File: config.mk
export PLATFORM = sky130hd
export DESIGN_NAME = set_associative_cache
export DESIGN_NICKNAME = d
export VERILOG_FILES = /design/src/rtl/set_associative_cache.sv
export SDC_FILE = /design/constraint.sdc
export NUM_CORES = 1
export LEC_CHECK = 0
export BUFFER_PORTS_ARGS = -buffer_cell sky130_fd_sc_hd__clkbuf_2
export CAP_MARGIN = 10
export CELL_PAD_IN_SITES_DETAIL_PLACEMENT = 2
export CELL_PAD_IN_SITES_GLOBAL_PLACEMENT = 2
export CORE_MARGIN = 2
export CORE_UTILIZATION = 39
export CTS_CLUSTER_DIAMETER = 50
export DETAILED_ROUTE_END_ITERATION = 10
export GPL_TIMING_DRIVEN = 0
export HOLD_SLACK_MARGIN = 0.05
export PLACE_DENSITY = 0.83
export REMOVE_ABC_BUFFERS = 1
export SKIP_CTS_REPAIR_TIMING = 1
export SLEW_MARGIN = 20
export SYNTH_ARGS = -nofsm -noshare
export SYNTH_HDL_FRONTEND = slang
export SYNTH_SLANG_ARGS = --single-unit
File: constraint.sdc
create_clock -name clk -period 13.9 [get_ports clk]
set_input_delay 4.17 -clock clk [delete_from_list [all_inputs] [get_ports clk]]
set_output_delay 4.17 -clock clk [all_outputs]
set_load 0.01 [all_outputs]
File: src/rtl/set_associative_cache.sv
// A-way set-associative, write-allocate, write-back cache with true-LRU replacement per set.
// Optional hit/miss statistics counters are built when CACHE_STATS_EN is defined.
module set_associative_cache #(
    parameter int WIDTH = 32,
    parameter int C     = 32,
    parameter int B     = 4,
    parameter int A     = 4
) (
    input  logic             clk,
    input  logic             rst_n,
    input  logic [WIDTH-1:0] address_i,
    input  logic [WIDTH-1:0] data_i,
    input  logic             wen_i,
    input  logic             ren_i,
    output logic             hit_o,
    output logic [WIDTH-1:0] data_o,
    output logic             evict_valid_o,
    output logic [WIDTH-1:0] evict_address_o,
    output logic [WIDTH-1:0] evict_data_o,
    output logic [31:0]      hit_count_o,
    output logic [31:0]      miss_count_o
);

    localparam int S      = C / (A * B);
    localparam int OFF_W  = $clog2(B);
    localparam int IDX_W  = $clog2(S);
    localparam int IDX_VW = (IDX_W > 0) ? IDX_W : 1;
    localparam int TAG_W  = WIDTH - OFF_W - IDX_W;
    localparam int AGE_W  = $clog2(A);

    logic             valid_q [S][A];
    logic             dirty_q [S][A];
    logic [AGE_W-1:0] age_q   [S][A];
    logic [TAG_W-1:0] tag_q   [S][A];
    logic [WIDTH-1:0] data_q  [S][A];

    logic [IDX_VW-1:0] idx;
    logic [TAG_W-1:0]  tag;
    logic              unused_offset;

    generate
        if (IDX_W > 0) begin : g_idx
            assign idx = address_i[OFF_W+IDX_W-1:OFF_W];
        end else begin : g_no_idx
            assign idx = '0;
        end
    endgenerate

    assign tag           = address_i[WIDTH-1:OFF_W+IDX_W];
    assign unused_offset = ^address_i[OFF_W-1:0];

    logic             is_write, is_read;
    logic             hit, inv_found;
    logic [AGE_W-1:0] hit_way, inv_way, lru_way, victim, touch_way, touch_age;
    logic             touch_en, evict;
    logic [WIDTH-1:0] evict_addr;

    // Write wins when both request lines are high.
    assign is_write = wen_i;
    assign is_read  = ren_i && !wen_i;

    // NOTE: every always_comb output gets a default first so no latch is inferred.
    always_comb begin
        hit       = 1'b0;
        hit_way   = '0;
        inv_found = 1'b0;
        inv_way   = '0;
        lru_way   = '0;
        for (int w = 0; w < A; w++) begin
            if (valid_q[idx][w] && tag_q[idx][w] == tag) begin
                hit     = 1'b1;
                hit_way = AGE_W'(w);
            end
            if (!valid_q[idx][w] && !inv_found) begin
                inv_found = 1'b1;
                inv_way   = AGE_W'(w);
            end
            if (valid_q[idx][w] && age_q[idx][w] == AGE_W'(A - 1)) begin
                lru_way = AGE_W'(w);
            end
        end
    end

    assign victim    = inv_found ? inv_way : lru_way;
    assign touch_way = (is_write && !hit) ? victim : hit_way;
    assign touch_en  = is_write || (is_read && hit);
    // An invalid way being filled behaves as if it were the oldest line.
    assign touch_age = valid_q[idx][touch_way] ? age_q[idx][touch_way] : AGE_W'(A - 1);
    assign evict     = is_write && !hit && valid_q[idx][victim] && dirty_q[idx][victim];
    assign evict_addr = (WIDTH'(tag_q[idx][victim]) << (OFF_W + IDX_W))
                      | (WIDTH'(idx) << OFF_W);

    // NOTE: state registers use non-blocking assignments so every reader sees pre-edge values.
    always_ff @(posedge clk or negedge rst_n) begin
        if (!rst_n) begin
            for (int s = 0; s < S; s++) begin
                for (int w = 0; w < A; w++) begin
                    valid_q[s][w] <= 1'b0;
                    dirty_q[s][w] <= 1'b0;
                    age_q[s][w]   <= '0;
                end
            end
        end else begin
            if (is_write) begin
                valid_q[idx][touch_way] <= 1'b1;
                dirty_q[idx][touch_way] <= 1'b1;
            end
            if (touch_en) begin
                for (int w = 0; w < A; w++) begin
                    if (AGE_W'(w) == touch_way) begin
                        age_q[idx][w] <= '0;
                    end else if (valid_q[idx][w] && age_q[idx][w] < touch_age) begin
                        age_q[idx][w] <= age_q[idx][w] + AGE_W'(1);
                    end
                end
            end
        end
    end

    // NOTE: tag and data arrays carry no reset; valid bits gate every use of them.
    always_ff @(posedge clk) begin
        if (is_write) begin
            tag_q[idx][touch_way]  <= tag;
            data_q[idx][touch_way] <= data_i;
        end
    end

    always_ff @(posedge clk or negedge rst_n) begin
        if (!rst_n) begin
            hit_o           <= 1'b0;
            data_o          <= '0;
            evict_valid_o   <= 1'b0;
            evict_address_o <= '0;
            evict_data_o    <= '0;
        end else begin
            hit_o           <= (is_write || is_read) && hit;
            data_o          <= (is_read && hit) ? data_q[idx][hit_way] : '0;
            evict_valid_o   <= evict;
            evict_address_o <= evict ? evict_addr : '0;
            evict_data_o    <= evict ? data_q[idx][victim] : '0;
        end
    end

`ifdef CACHE_STATS_EN
    logic [31:0] hit_cnt_q, miss_cnt_q;

    always_ff @(posedge clk or negedge rst_n) begin
        if (!rst_n) begin
            hit_cnt_q  <= '0;
            miss_cnt_q <= '0;
        end else if (is_write || is_read) begin
            if (hit) begin
                if (hit_cnt_q != '1) hit_cnt_q <= hit_cnt_q + 32'd1;
            end else begin
                if (miss_cnt_q != '1) miss_cnt_q <= miss_cnt_q + 32'd1;
            end
        end
    end

    assign hit_count_o  = hit_cnt_q;
    assign miss_count_o = miss_cnt_q;
`else
    assign hit_count_o  = '0;
    assign miss_count_o = '0;
`endif

endmodule

==> qor.yml <==
outcome:
  outcome: "finished, final reports clean"
logic_synthesis:
  postSynth.asyncResetShare_pct: 20.8
  synth_top_area_share_pct: 51.8
  synth_cell_types: 67
  ys_ff_latch: 616
  synth_edf_count: 488
  yosysWarnings: 0
  yosysSeqAreaShare_pct: 63.1
  synth_area_leaders: "edfxtp_1 52%, dfrtp_1 11%, mux2i_1 7.6%, mux4_2 6.4%, xnor2_1 3.4%"
  synth_cells: 1961
  syn_area_um2: 28300
  syn_area_per_cell_um2: 14.4
  synth_top_area_cell: "edfxtp_1"
  ys.flop_type: "edfxtp_1"
critical_path:
  critPathKind: "in2reg"
  critPathCaptureType: "flip-flop"
  rrSetupSlack_ns: 8.74
  slowest_delay_ns: 0.80
  cp_max_fo: 70
  cp.required_ns: 14.21
  crit_path_frequent_cell: "buf_16"
  worstPathCellList: "clkbuf_8 -> buf_16 -> buf_16 -> mux2i_1 -> nor4_1 -> or3_2 -> buf_12 -> o41ai_4 -> nand2_1 -> nor2_4 -> buf_16 -> buf_16 -> buf_16 -> buf_16"
  cp_slowest_cell: "mux2i_1"
  worstPathArrival_ns: 10.06
  start_kind: "primary input"
routing:
  routedWlPerCell_um: 34.1
  vias_per_cell: 6.18
  drc: 0
  drtIter0Drc: 1896
  firstDrtPassIters: 7
  antenna_left: 0
  routed_wirelength_um: 107000
  vias: 19400
global_routing:
  antenna_found_initial: 9
  grt_pass1_wl_um: 156000
  grt_overflow: 0
  grt_max_degree: 71
  grt_pass1_vias: 21500
  grt_use_total_pct: 28.5
final_layout:
  final_util_pct: 46.3
  num-nets-final: 2192
  nFillCells: 6717
  drive_gt1_share_pct: 23.0
  stdcell_area_um2: 33200
  multi_input_area_um2: 9630
  seqCellArea_um2: 17900
  syn2layout_area_growth_pct: 17.3
clock_tree:
  clock-sinks: 616
  cts_made_buffers: 70
  root_buffer: "clkbuf_16"
  cts_tree: "built"
  cts_buffer_depth: 3
  clkLatencyLatePin_ns: 0.64
  h-tree-depth: 3
  clk_pin_slew_ns: 0.07
power:
  leakage_nw: 12.2
  powerDensity_nw_per_um2: 190
  irDropWorstVdd_mv: 0.104
die:
  initial_utilization_pct: 39.5
  dieArea_um2: 74700
  rows: 98
  die_x_um: 273
  io_pins: 230
  die_y_um: 273
  fp.coreArea_um2: 71600
job:
  maxCapViolations: 0
placed_design:
  hpwl_um: 63300
  finalWeightedCongestion: 0.868
  dpl_cell_area_um2: 30800
  portBuffers: 161
timing:
  tightest_slew_ns: 1.18
  relSlewSlack_pct: 21.1
  setup_viol: 0
  clock_skew_ns: 0.0374
  fin_crit_ns: 9.75
  finalMaxSlewViolations: 0
  max_freq_ghz: 0.103
  fin_crit_sh_pct: 70.1
  hold_viol: 0
  rsz0062_at_grt: "no"
worst_hold_path:
  hold_path_class: "reg2reg"
-- cells in the final DEF, fill, tap and decap left out, drive strengths merged, types with 12 or more instances in the layout --
cell type,netlist,routed
a21oi,103,103
nor4,52,52
dfrtp,128,128
nand4,16,16
mux2,43,43
inv,12,23
nor2,160,160
xnor2,109,109
o21ai,16,16
conb,1,66
mux4,80,80
edfxtp,488,488
nand2,100,100
clkbuf,97,251
mux2i,217,217
a211oi,97,97
clkinv,0,19
o211ai,20,20
or2,12,12
buf,101,60
-- metrics by stage --
step                total power [mW]  setup slack (ns)  hold WS, ns  TNS (ns)  instances
detailed placement              4.20              3.80        0.458         0       2999
CTS                             6.28              4.25        0.487         0       3128
floorplan                       3.34              2.76        0.434         0       1828
global placement                4.07            -16.72        0.448  -6408.64       2939
finish                          6.29              4.15        0.489         0       3132
global route                    6.47              4.10        0.499         0       3131
-- final cells by class --
class                           instances  area share [%]
Multi-Input combinational cell       1200            29.0
Antenna cell                            4          0.0302
Timing Repair Buffer                  221            6.13
Clock buffer                           90            5.85
Inverter                               12           0.189
Sequential cell                       616            53.8
Tap cell                              950            3.58
Clock inverter                         39            1.35
-- metal layers --
metal	up-vias	global-route usage (%)	part of all wire, %
li1	7684	-	-
met1	10200	34.6	38
met2	1091	48.7	50
met3	347	6.08	7.5
met4	10	13.2	4.3
met5	-	0	0.053
-- final timing paths --
check | start | cells past startpoint | end
worst max-delay path | address_i[2] | 14 | tag_q[1][42]
worst min-delay path | dirty_q[1] | 1 | dirty_q[1]
worst max register to register | valid_q[1] | 11 | tag_q[1][42]
worst min register to register | dirty_q[1] | 1 | dirty_q[1]
max in group asynchronous | rst_n | 3 | age_q[6]
min in group asynchronous | rst_n | 1 | data_o[11]
-- power breakdown --
group          switching [mW]  leakage, nW  internal, mW
Sequential              0.131         6.08          2.24
Combinational            1.27         4.99         0.669
Clock                   0.834         1.18          1.15
Total                    2.23         12.2          4.06
-- state kept, by name, summed over array words and instances (netlist names) --
register,count
data_o,32
age_q,16
valid_q,8
evict_valid_o,1
dirty_q,8
tag_q,232
data_q,256
evict_data_o,32
evict_address_o,30
hit_o,1
-- Yosys cell counts (4+ instances only) --
library cell / number
a21oi_1: 102
o21ai_0: 10
nand3_1: 10
nand4_1: 16
a211o_1: 5
buf_4: 70
nor2_1: 159
mux4_2: 80
nor2b_1: 4
mux2_2: 43
dfrtp_1: 128
inv_1: 12
o21ai_1: 5
xnor2_1: 109
buf_6: 9
and2_1: 7
mux2i_1: 216
nor4_1: 50
a211oi_1: 96
or2_2: 9
nand2b_1: 10
a2111oi_0: 5
or4_1: 5
edfxtp_1: 488
nand2_1: 100
o211ai_1: 18
o22ai_1: 4
xor2_1: 6
buf_2: 5
clkbuf_1: 97
nor3_1: 11
buf_1: 17
-- critical path, delay by kind of cell --
kind            cells  cell delay, ns
compound gates      1            0.62
buf+inv             8            2.33
mux                 1            0.80
simple gates        4            1.95
-- cell families (layout without fill, tap and decap cells) --
kind of cell	Yosys count	in the layout	synth area share, %
flops	616	616	63.1
simple gates	398	398	6.58
mux	340	340	15.8
compound gates	278	278	6.83
buf+inv	210	362	3.98
xor+xnor	115	115	3.56
fa+ha+maj	3	3	0.133
other cells	1	70	0.0133
Note: power is estimated with default switching activity, not from simulation.
